[src/rtl/ysyx_22040237_div_seq_if.sv]
// Request/result handshake between the EXU and the sequential RV64M divider.
// The master side is the EXU; the slave side is the divider sequencer.
interface ysyx_22040237_div_seq_if #(
    parameter int XLEN = 64
);
    logic            div_valid_i;
    logic            div_ready_o;
    logic [1:0]      div_op_i;
    logic            div_wop_i;
    logic [XLEN-1:0] div_dividend_i;
    logic [XLEN-1:0] div_divisor_i;
    logic            flush_i;
    logic            res_valid_o;
    logic            res_ready_i;
    logic [XLEN-1:0] res_o;
    logic            busy_o;

    modport master (
        output div_valid_i, div_op_i, div_wop_i, div_dividend_i, div_divisor_i,
        output flush_i, res_ready_i,
        input  div_ready_o, res_valid_o, res_o, busy_o
    );

    modport slave (
        input  div_valid_i, div_op_i, div_wop_i, div_dividend_i, div_divisor_i,
        input  flush_i, res_ready_i,
        output div_ready_o, res_valid_o, res_o, busy_o
    );
endinterface

[src/rtl/ysyx_22040237_div_seq.sv]
// Radix-2 restoring divider sequencer for div/divu/rem/remu and their word forms.
// Define YSYX_22040237_DIV_FASTPATH_EN to resolve trivial divides at the accept edge.
module ysyx_22040237_div_seq #(
    parameter int XLEN = 64
) (
    input  logic                  clk,
    input  logic                  rst,
    ysyx_22040237_div_seq_if.slave dif
);
    localparam int CW = $clog2(XLEN) + 1;

    typedef enum logic [1:0] {IDLE, CALC, FIX, DONE} state_t;

    state_t          state;
    logic [CW-1:0]   cnt;
    logic            rem_sel;
    logic            wop_q;
    logic            q_neg;
    logic            r_neg;
    logic [XLEN-1:0] quo;
    logic [XLEN-1:0] rem;
    logic [XLEN-1:0] dsr;

    // Word results always carry bit 31 into the upper half, unsigned word ops included.
    function automatic logic [XLEN-1:0] word_fmt(input logic [XLEN-1:0] v, input logic w);
        return w ? {{(XLEN-32){v[31]}}, v[31:0]} : v;
    endfunction

    logic            sgn;
    logic            a_neg;
    logic            b_neg;
    logic            b_zero;
    logic [XLEN-1:0] a_ext;
    logic [XLEN-1:0] b_ext;
    logic [XLEN-1:0] a_abs;
    logic [XLEN-1:0] b_abs;

    always_comb begin
        sgn   = ~dif.div_op_i[0];
        a_ext = dif.div_dividend_i;
        b_ext = dif.div_divisor_i;
        if (dif.div_wop_i) begin
            a_ext = {{(XLEN-32){sgn & dif.div_dividend_i[31]}}, dif.div_dividend_i[31:0]};
            b_ext = {{(XLEN-32){sgn & dif.div_divisor_i[31]}}, dif.div_divisor_i[31:0]};
        end
        a_neg  = sgn & a_ext[XLEN-1];
        b_neg  = sgn & b_ext[XLEN-1];
        b_zero = (b_ext == '0);
        a_abs  = a_neg ? -a_ext : a_ext;
        b_abs  = b_neg ? -b_ext : b_ext;
    end

`ifdef YSYX_22040237_DIV_FASTPATH_EN
    logic            ovf;
    logic            fast;
    logic [XLEN-1:0] fast_q;
    logic [XLEN-1:0] fast_r;

    // MIN / -1 yields MIN, which is the sign-extended dividend itself.
    always_comb begin
        ovf = sgn & (b_ext == '1) &
              (a_ext == (dif.div_wop_i ? {{(XLEN-32){1'b1}}, 32'h8000_0000}
                                       : {1'b1, {(XLEN-1){1'b0}}}));
        fast   = b_zero | ovf | (a_abs < b_abs);
        fast_q = '0;
        fast_r = a_ext;
        if (b_zero) begin
            fast_q = '1;
        end else if (ovf) begin
            fast_q = a_ext;
            fast_r = '0;
        end
    end
`endif

    logic [XLEN:0]   shifted;
    logic [XLEN:0]   trial;
    logic [XLEN-1:0] q_fin;
    logic [XLEN-1:0] r_fin;
    logic            ready;

    assign shifted = {rem, quo[XLEN-1]};
    assign trial   = shifted - {1'b0, dsr};
    assign q_fin   = q_neg ? -quo : quo;
    assign r_fin   = r_neg ? -rem : rem;
    assign ready   = (state == IDLE) & ~rst;

    assign dif.div_ready_o = ready;
    assign dif.busy_o      = (state != IDLE);

    // Word ops park the 32 dividend bits at the top so the same shift path serves both widths.
    always_ff @(posedge clk) begin
        if (rst) begin
            state           <= IDLE;
            cnt             <= '0;
            dif.res_valid_o <= 1'b0;
            dif.res_o       <= '0;
        end else if (dif.flush_i) begin
            state           <= IDLE;
            dif.res_valid_o <= 1'b0;
        end else begin
            case (state)
                IDLE: begin
                    if (dif.div_valid_i) begin
                        rem_sel <= dif.div_op_i[1];
                        wop_q   <= dif.div_wop_i;
                        q_neg   <= (a_neg ^ b_neg) & ~b_zero;
                        r_neg   <= a_neg;
                        rem     <= '0;
                        dsr     <= b_abs;
                        quo     <= dif.div_wop_i ? {a_abs[31:0], {(XLEN-32){1'b0}}} : a_abs;
                        cnt     <= dif.div_wop_i ? CW'(32) : CW'(XLEN);
`ifdef YSYX_22040237_DIV_FASTPATH_EN
                        if (fast) begin
                            dif.res_o <= word_fmt(dif.div_op_i[1] ? fast_r : fast_q, dif.div_wop_i);
                            state     <= DONE;
                        end else
`endif
                        begin
                            state <= CALC;
                        end
                    end
                end
                CALC: begin
                    rem <= trial[XLEN] ? shifted[XLEN-1:0] : trial[XLEN-1:0];
                    quo <= {quo[XLEN-2:0], ~trial[XLEN]};
                    cnt <= cnt - 1'b1;
                    if (cnt == CW'(1)) begin
                        state <= FIX;
                    end
                end
                FIX: begin
                    dif.res_o       <= word_fmt(rem_sel ? r_fin : q_fin, wop_q);
                    dif.res_valid_o <= 1'b1;
                    state           <= DONE;
                end
                DONE: begin
                    if (dif.res_valid_o && dif.res_ready_i) begin
                        dif.res_valid_o <= 1'b0;
                        state           <= IDLE;
                    end else begin
                        dif.res_valid_o <= 1'b1;
                    end
                end
                default: state <= IDLE;
            endcase
        end
    end
endmodule
[src/flat_wrapper.sv]
// flat-port wrapper written by rule: the top's interface ports become plain ports
module ysyx_22040237_div_seq_flat 
#(
    parameter int XLEN = 64
)
  (clk, rst, dif_div_valid_i, dif_div_op_i, dif_div_wop_i, dif_div_dividend_i, dif_div_divisor_i, dif_flush_i, dif_res_ready_i, dif_div_ready_o, dif_res_valid_o, dif_res_o, dif_busy_o);
  ysyx_22040237_div_seq_if #(.XLEN(XLEN)) dif_i ();
  input  logic clk;
  input  logic rst;
  input wire logic [$bits(dif_i.div_valid_i)-1:0] dif_div_valid_i;
  input wire logic [$bits(dif_i.div_op_i)-1:0] dif_div_op_i;
  input wire logic [$bits(dif_i.div_wop_i)-1:0] dif_div_wop_i;
  input wire logic [$bits(dif_i.div_dividend_i)-1:0] dif_div_dividend_i;
  input wire logic [$bits(dif_i.div_divisor_i)-1:0] dif_div_divisor_i;
  input wire logic [$bits(dif_i.flush_i)-1:0] dif_flush_i;
  input wire logic [$bits(dif_i.res_ready_i)-1:0] dif_res_ready_i;
  output wire logic [$bits(dif_i.div_ready_o)-1:0] dif_div_ready_o;
  output wire logic [$bits(dif_i.res_valid_o)-1:0] dif_res_valid_o;
  output wire logic [$bits(dif_i.res_o)-1:0] dif_res_o;
  output wire logic [$bits(dif_i.busy_o)-1:0] dif_busy_o;
  assign dif_i.div_valid_i = dif_div_valid_i;
  assign dif_i.div_op_i = dif_div_op_i;
  assign dif_i.div_wop_i = dif_div_wop_i;
  assign dif_i.div_dividend_i = dif_div_dividend_i;
  assign dif_i.div_divisor_i = dif_div_divisor_i;
  assign dif_i.flush_i = dif_flush_i;
  assign dif_i.res_ready_i = dif_res_ready_i;
  assign dif_div_ready_o = dif_i.div_ready_o;
  assign dif_res_valid_o = dif_i.res_valid_o;
  assign dif_res_o = dif_i.res_o;
  assign dif_busy_o = dif_i.busy_o;
  ysyx_22040237_div_seq #(.XLEN(XLEN)) u_core (.clk(clk), .rst(rst), .dif(dif_i));
endmodule
[config.mk]
export PLATFORM = sky130hd
export DESIGN_NAME = ysyx_22040237_div_seq_flat
export DESIGN_NICKNAME = d
export VERILOG_FILES = /design/src/rtl/ysyx_22040237_div_seq_if.sv /design/src/rtl/ysyx_22040237_div_seq.sv /design/src/flat_wrapper.sv
export SDC_FILE = /design/constraint.sdc
export NUM_CORES = 1
export LEC_CHECK = 0
export BUFFER_PORTS_ARGS = -buffer_cell sky130_fd_sc_hd__buf_2
export CORE_AREA = 2 2 210 212
export CTS_CLUSTER_SIZE = 8
export DETAILED_ROUTE_END_ITERATION = 8
export DIE_AREA = 0 0 212 214
export PLACE_DENSITY = 0.68
export SYNTH_ARGS = -nofsm -noshare
export SYNTH_HDL_FRONTEND = slang
export SYNTH_SLANG_ARGS = --single-unit
[constraint.sdc]
create_clock -name clk -period 10.1 [get_ports clk]
set_input_delay 2.02 -clock clk [delete_from_list [all_inputs] [get_ports clk]]
set_output_delay 2.02 -clock clk [all_outputs]
set_load 0.01 [all_outputs]
==> results of run 1 <==
Yosys cell counts (all sizes together), types with 6 or more instances:
library cell / number
a41oi: 6
o211ai: 38
buf: 15
edfxtp: 196
dfxtp: 74
nor2: 238
a221oi: 7
xnor2: 176
nand2: 283
nand3: 22
nor3: 63
mux2i: 57
xor2: 124
ha: 75
or3: 28
o31ai: 65
nand4: 28
or4: 29
a21o: 39
and3: 10
nand2b: 19
nand3b: 8
o21a: 11
inv: 115
o221ai: 6
a211oi: 28
and2: 14
nor2b: 18
a31oi: 17
o21ai: 188
or2: 16
o22ai: 12
clkbuf: 122
o21bai: 21
a21oi: 250
nor4: 42
o41ai: 29
critical path, stage by stage:
cell      delay [ns]
buf_2           0.12
nor4_1          0.42
nor4b_1         0.56
nor2b_1         0.23
buf_4           0.19
nand4_1         0.29
nor4_2          0.56
o21ai_1         0.21
o21bai_1        0.27
o41ai_2         0.36
xor2_1          0.19
nor2_1          0.05
power groups by stage:
stage               Combinational [uW]  Clock (uW)  Sequential (uW)
global route                       655        1290             1290
detailed placement                 587           0             1310
CTS                                591        1250             1280
finish                             599        1230             1290
floorplan                          409           0             1290
global placement                   581           0             1300
cell type report:
class | count | area share [%]
clock buffer | 63 | 4.59
sequential | 270 | 31.1
clock inverter | 2 | 0.106
inverter | 115 | 1.82
multi-input combinational | 2023 | 54.4
timing repair buffer | 224 | 4.96
tap | 585 | 3.09
layer usage:
layer	wire length, um	track usage (%)	vias up	part of all wire, %
met4	2050	9.30	0	3.0
met1	29600	40.7	9561	43
li1	-	-	9525	-
met5	0	0	-	0
met2	32500	48.1	789	47
met3	4920	4.49	115	7.1
cells by family after synthesis:
group                      Yosys count  synth area share (%)
and+or+nand+nor                    838                  18.8
AOI/OAI and AO/OA                  751                  22.0
xor gates and xnor gates           300                  12.3
DFF                                270                  34.6
buffers and inverters              253                  5.05
adders and majority gates           76                  4.50
muxes                               58                  2.73
flip-flops by register name (all words and copies together) (netlist names):
signal / flops
u_core.dif.res_o: 64
u_core.dsr: 64
u_core.quo: 64
u_core.state: 2
u_core.rem_sel: 1
u_core.cnt: 7
u_core.rem: 64
u_core.r_neg: 1
u_core.dif.res_valid_o: 1
u_core.wop_q: 1
u_core.q_neg: 1
how the worst max path moves through the flow:
stage,start,to,slack [ns],cells after the start
global route,dif_div_divisor_i[4],u_core.dsr[61],4.68,12
global placement,dif_div_divisor_i[14],u_core.dsr[58],4.57,11
floorplan,dif_flush_i,u_core.quo[0],1.50,4
finish,dif_div_divisor_i[4],u_core.dsr[61],4.91,12
CTS,dif_div_divisor_i[4],u_core.dsr[61],5.04,12
detailed placement,dif_div_divisor_i[4],u_core.dsr[61],4.47,12
stage by stage:
step / hold slack [ns] / area, um2 / worst slack (ns) / total power, uW / utilization, %
2_1_floorplan: 0.476 / 21300 / 1.50 / 1700 / -
3_3_place_gp: 0.444 / 22600 / 4.57 / 1890 / 52.7
3_5_place_dp: 0.444 / 22600 / 4.47 / 1890 / 52.7
4_1_cts: 0.451 / 23700 / 5.04 / 3120 / 55.3
5_1_grt: 0.467 / 23700 / 4.68 / 3230 / 55.3
6_report: 0.451 / 23700 / 4.91 / 3120 / 55.3
cells in the final DEF (no fill, tap or decap), types with 12 or more instances in the layout:
master / n
buf_2: 202
ha_1: 74
o211ai_1: 38
or4_1: 22
nor2b_1: 17
a21oi_1: 246
a211oi_1: 28
nand2b_1: 18
o21bai_1: 21
dfxtp_1: 74
nor4_1: 40
inv_1: 114
o31ai_1: 63
nand4_1: 28
nor3_1: 62
o41ai_1: 27
a21o_1: 39
mux2i_1: 57
xnor2_1: 176
o22ai_1: 12
nor2_1: 237
buf_4: 22
nand3_1: 22
o21ai_0: 187
a31oi_1: 17
or3_1: 28
clkbuf_16: 40
xor2_1: 124
clkbuf_1: 23
and2_1: 13
or2_2: 13
edfxtp_1: 196
nand2_1: 283
==> summary.md, run 1 <==
| Metric | Value |
|---|---|
| Status | finished clean |
| Total GRT Usage | 29.7% |
| Share of post-route cells with drive strength above 1 | 12.0% |
| Post-DP HPWL | 52600 um |
| Net Switching | 921 uW |
| Post-DR vias/cell | 6.09 |
| CP startpoint kind | input port |
| Pint | 2200 uW |
| Die Wd | 212 um |
| Seq/Total Area, Yosys | 34.6% |
| Req. time, crit path | 10.39 ns |
| Routed WL | 69000 um |
| Post-Synthesis Cells | 2546 |
| Final period utilization | 51.4% |
| Vias | 19990 |
| Largest net degree at the start of global routing | 82 |
| Clock slew at reported path FFs | 0.05 ns |
| Worst clock skew | 0.0246 ns |
| Final Max Slew Viols | 0 |
| Yosys top cell area share | 27.6% |
| Final ANT Viol Nets | 0 |
| Setup TNS Final | 0 ns |
| Power per cell area | 131 mW/mm2 |
| RR Startpoint | u_core.quo[63] |
| Post-synth EDFFs | 196 |
| RSZ-0062 raised after global routing | false |
| Capturing point of the worst reg2reg path | u_core.quo[0] |
| Worst Hold Class | flip-flop to flip-flop |
| CP Max Fanout | 8 |
| R2r setup slk | 5.08 ns |
| Sw Share | 29.6% |
| First-pass GRT wire length | 106000 um |
| Ant. Diodes | 0 |
| Hold EP | u_core.dif.res_o[2] |
| Initial antenna violation count | 0 |
| Placed insts | 3217 |
| Static Leak | 0.00907 uW |
| P&R area growth vs syn | 11.3% |
| GP Congestion | 0.977 |
| Clock sink total | 270 |
| Final setup viols | 0 |
| Die Ht | 214 um |
| Cell Count, Final, Fillers Out | 3282 |
| CTS tree | done |
| Avg Cell Area, Syn | 8.37 um2 |
| Synthesized Nets | 2758 |
| Setup CP Type | input port to flip-flop |
| Max Freq | 0.193 GHz |
| Die area | 0.0454 mm2 |
| Max clock buf depth | 3 |
| Drt drc | 0 |
| Multi-input gate area | 0.0129 mm2 |
| Synth top area cells | edfxtp_1 28%, xnor2_1 7.2%, dfxtp_1 7.0%, a21oi_1 5.8%, xor2_1 5.1% |
| Initial Utilization | 49.7% |
| Fillers | 4015 |
| Tightest Pin Transition | 1.09 ns |
| Total gr overflow | 0 |
| Worst reg2reg path depth | 14 |
| Hold depth | 2 |
| Post-Syn Area | 0.0213 mm2 |
| Seq cells post-synth | 270 |
| Max VDD drop | 0.111 mV |
| Logic pwr share | 19.2% |
| Clk network pwr share | 39.6% |
| Final hold violations | 0 |
| Synth unique cells | 87 |
| Post-layout minimum cycle time | 5.19 ns |
| Root Driver | clkbuf_16 |
| Area leader, netlist | edfxtp_1 |
| PortBufs | 202 |
| Num rows | 76 |
| Nets | 2885 |
| Core area | 0.0429 mm2 |
| Ys async rst share | 0% |
| Setup Buffers After CTS | 0 |
| Avg WL per Cell | 21.0 um |
| Io pins | 203 |
| Sequential cell area | 0.00737 mm2 |
| Vias in the first global route | 18794 |
| DRT iter0 DRCs | 2054 |
| Yosys warnings | 0 |
| Post-cts resize count | 0 |
| Worst Hold Launch | u_core.dif.res_o[2] |
| Endpoint class of the critical path | flip-flop |
| H-tree levels | 2 |
| Max Cap Violations | 0 |
| Arr. time, crit path | 5.48 ns |
| TritonRoute pass-1 iters | 6 |
| Clock Latency Late Sink | 0.56 ns |
| Sequential power share | 41.2% |
| CTS Hold Bufs | 0 |
| Post-synth top flop | edfxtp_1 |
| Slew margin rel. | 27.3% |
| Clock buffer count from CTS | 39 |
No activity file was read; power rests on OpenSTA's default activity.
==> run 2, diff against run 1 <==
--- a/config.mk
+++ b/config.mk
@@ -10,7 +10,7 @@
 export CTS_CLUSTER_SIZE = 8
 export DETAILED_ROUTE_END_ITERATION = 8
 export DIE_AREA = 0 0 212 214
-export PLACE_DENSITY = 0.68
+export PLACE_DENSITY = 0.71
 export SYNTH_ARGS = -nofsm -noshare
 export SYNTH_HDL_FRONTEND = slang
 export SYNTH_SLANG_ARGS = --single-unit
==> constraint.sdc (replaced) <==
create_clock -name clk -period 4.5 [get_ports clk]
set_input_delay 0.9 -clock clk [delete_from_list [all_inputs] [get_ports clk]]
set_output_delay 0.9 -clock clk [all_outputs]
set_load 0.01 [all_outputs]
==> run 2 against run 1 <==
  * First-iteration DRC count increased by 6.4%
  * Register-to-register slack worse by 4.7 ns
  * Critical path type is now flip-flop to flip-flop
  * Design area increased by 1.2%
  * Critical endpoint is now u_core.dif.res_o[44]
  * Count of clock-buffer cells in the layout unchanged
  * Sequential share of layout area decreased by 0.36 points
  * Sequential power is 120% higher
  * Total power grew 130%
  * Via count increased by 1.3%
  * Global-route usage grew 0.32 points
  * Clock skew grew 0.0031 ns
==> summary.md, run 2 (synthesis gave the netlist of run 1 again) <==
| Metric | Value |
|---|---|
| Initial antenna violation count | 0 |
| Max VDD drop | 0.247 mV |
| Final ANT Viol Nets | 0 |
| CP startpoint kind | flip-flop |
| H-tree levels | 2 |
| Vias in the first global route | 19119 |
| Static Leak | 0.00923 uW |
| Core area | 0.0429 mm2 |
| Worst Hold Class | flip-flop to flip-flop |
| Avg WL per Cell | 20.8 um |
| PortBufs | 202 |
| Hold Worst Slack | 0.455 ns |
| Arr. time, crit path | 4.63 ns |
| Largest net degree at the start of global routing | 129 |
| Die area | 0.0454 mm2 |
| Setup TNS Final | 0 ns |
| Post-DR vias/cell | 6.12 |
| CTS tree | done |
| CP Cell Sequence | inv_1 -> ha_1 -> or4b_2 -> nor4_1 -> nand3_1 -> nand3b_1 -> or2_2 -> o21ai_0 -> xor2_1 -> a211oi_1 -> nor2_1 -> nor3_1 |
| Initial Utilization | 49.7% |
| Clock sink total | 270 |
| Total gr overflow | 0 |
| GP Congestion | 0.955 |
| Final period utilization | 91.9% |
| Met1 wire length | 29300 um |
| Post-DP HPWL | 52900 um |
| Max clock buf depth | 3 |
| Setup Buffers After CTS | 0 |
| Req. time, crit path | 4.99 ns |
| Commonest non-fill, non-tap cell in the layout | nand2_1 |
| WL met3 | 5160 um |
| Setup CP Type | flip-flop to flip-flop |
| Tightest Pin Transition | 0.835 ns |
| DRT iter0 DRCs | 2185 |
| Share of post-route cells with drive strength above 1 | 12.9% |
| Endpoint class of the critical path | flip-flop |
| Num rows | 76 |
| TritonRoute pass-1 iters | 6 |
| Clock Latency Late Sink | 0.56 ns |
| CTS Hold Bufs | 0 |
| Final hold violations | 0 |
| Total GRT Usage | 30.0% |
| Max Freq | 0.242 GHz |
| Top layer reached by signal wires | met4 |
| CP Max Fanout | 5 |
| Final Max Slew Viols | 0 |
| Power per cell area | 294 mW/mm2 |
| Nets | 2913 |
| Die Ht | 214 um |
| Met2 wire len | 32300 um |
| CP max stage cell | or4b_2 |
| Root Driver | clkbuf_16 |
| First-pass GRT wire length | 107000 um |
| Drt drc | 0 |
| Routed WL | 69000 um |
| Io pins | 203 |
| Status | finished clean |
| Max Cap Violations | 0 |
| Clock buffer count from CTS | 40 |
| Most frequent cells in the layout | 283 x nand2_1, 246 x a21oi_1, 237 x nor2_1, 202 x buf_2, 196 x edfxtp_1 |
| P&R area growth vs syn | 12.5% |
| Vias | 20249 |
| Slew margin rel. | 44.4% |
| Ant. Diodes | 0 |
| RSZ-0062 raised after global routing | false |
| Die Wd | 212 um |
| Final setup viols | 0 |
| Post-layout minimum cycle time | 4.14 ns |
| Max stage delay on crit path | 0.65 ns |
| Clock slew at reported path FFs | 0.05 ns |
| Worst clock skew | 0.0277 ns |
| Finished Core Util | 55.9% |
run 2: worst max-delay path: cells and delay by family (launching register included):
family	cells	cell delay, ns
flip-flops	1	0.47
AND/OR/NAND/NOR	7	2.41
XOR/XNOR	1	0.09
AO/OA/AOI/OAI	2	0.73
buffers and inverters	1	0.17
adder cells (fa/ha/maj)	1	0.20
run 2: worst paths after layout:
| check | startpoint | to | slack [ns] | depth (start not counted) |
|---|---|---|---|---|
| setup / recovery | u_core.rem[0] | u_core.dif.res_o[44] | 0.36 | 12 |
| hold / removal | u_core.dif.res_o[15] | u_core.dif.res_o[15] | 0.45 | 2 |
| setup reg to reg | u_core.rem[0] | u_core.dif.res_o[44] | 0.36 | 12 |
| hold reg to reg | u_core.dif.res_o[15] | u_core.dif.res_o[15] | 0.45 | 2 |
run 2: metal layers:
layer	vias up	global-route usage (%)
met4	0	9.67
met2	835	48.9
met5	-	0
met1	9728	40.5
met3	110	4.98
li1	9576	-
run 2: layout make-up:
type | count | area (um2)
Clock inverter | 4 | 38.8
Multi-Input combinational cell | 2023 | 12900
Fill cell | 4003 | 18900
Sequential cell | 270 | 7370
Inverter | 115 | 432
Timing Repair Buffer | 251 | 1430
Tap cell | 585 | 732
Clock buffer | 63 | 1090
run 2: timing repair:
item                                    CTS  global route
endpoints found under the hold margin     0             0
resized for setup                         0             1
endpoints found under the setup margin    0             5
run 2: metrics by stage:
| stage | total power [uW] | cell area [um2] | cells | setup slack (ns) |
|---|---|---|---|---|
| 3_3_place_gp | 4250 | 22800 | 3244 | 0.188 |
| 2_1_floorplan | 3820 | 21300 | 2546 | 0.574 |
| 3_5_place_dp | 4270 | 22800 | 3244 | 0.116 |
| 4_1_cts | 7050 | 24000 | 3311 | 0.370 |
| 5_1_grt | 7320 | 24000 | 3311 | 0.0391 |
| 6_report | 7040 | 24000 | 3311 | 0.363 |
run 2: report_power, final:
group | switching (uW) | internal, uW | leakage [uW]
Sequential | 89.8 | 2790 | 0.00242
Combinational | 856 | 514 | 0.00627
Clock | 1140 | 1650 | 0.000540
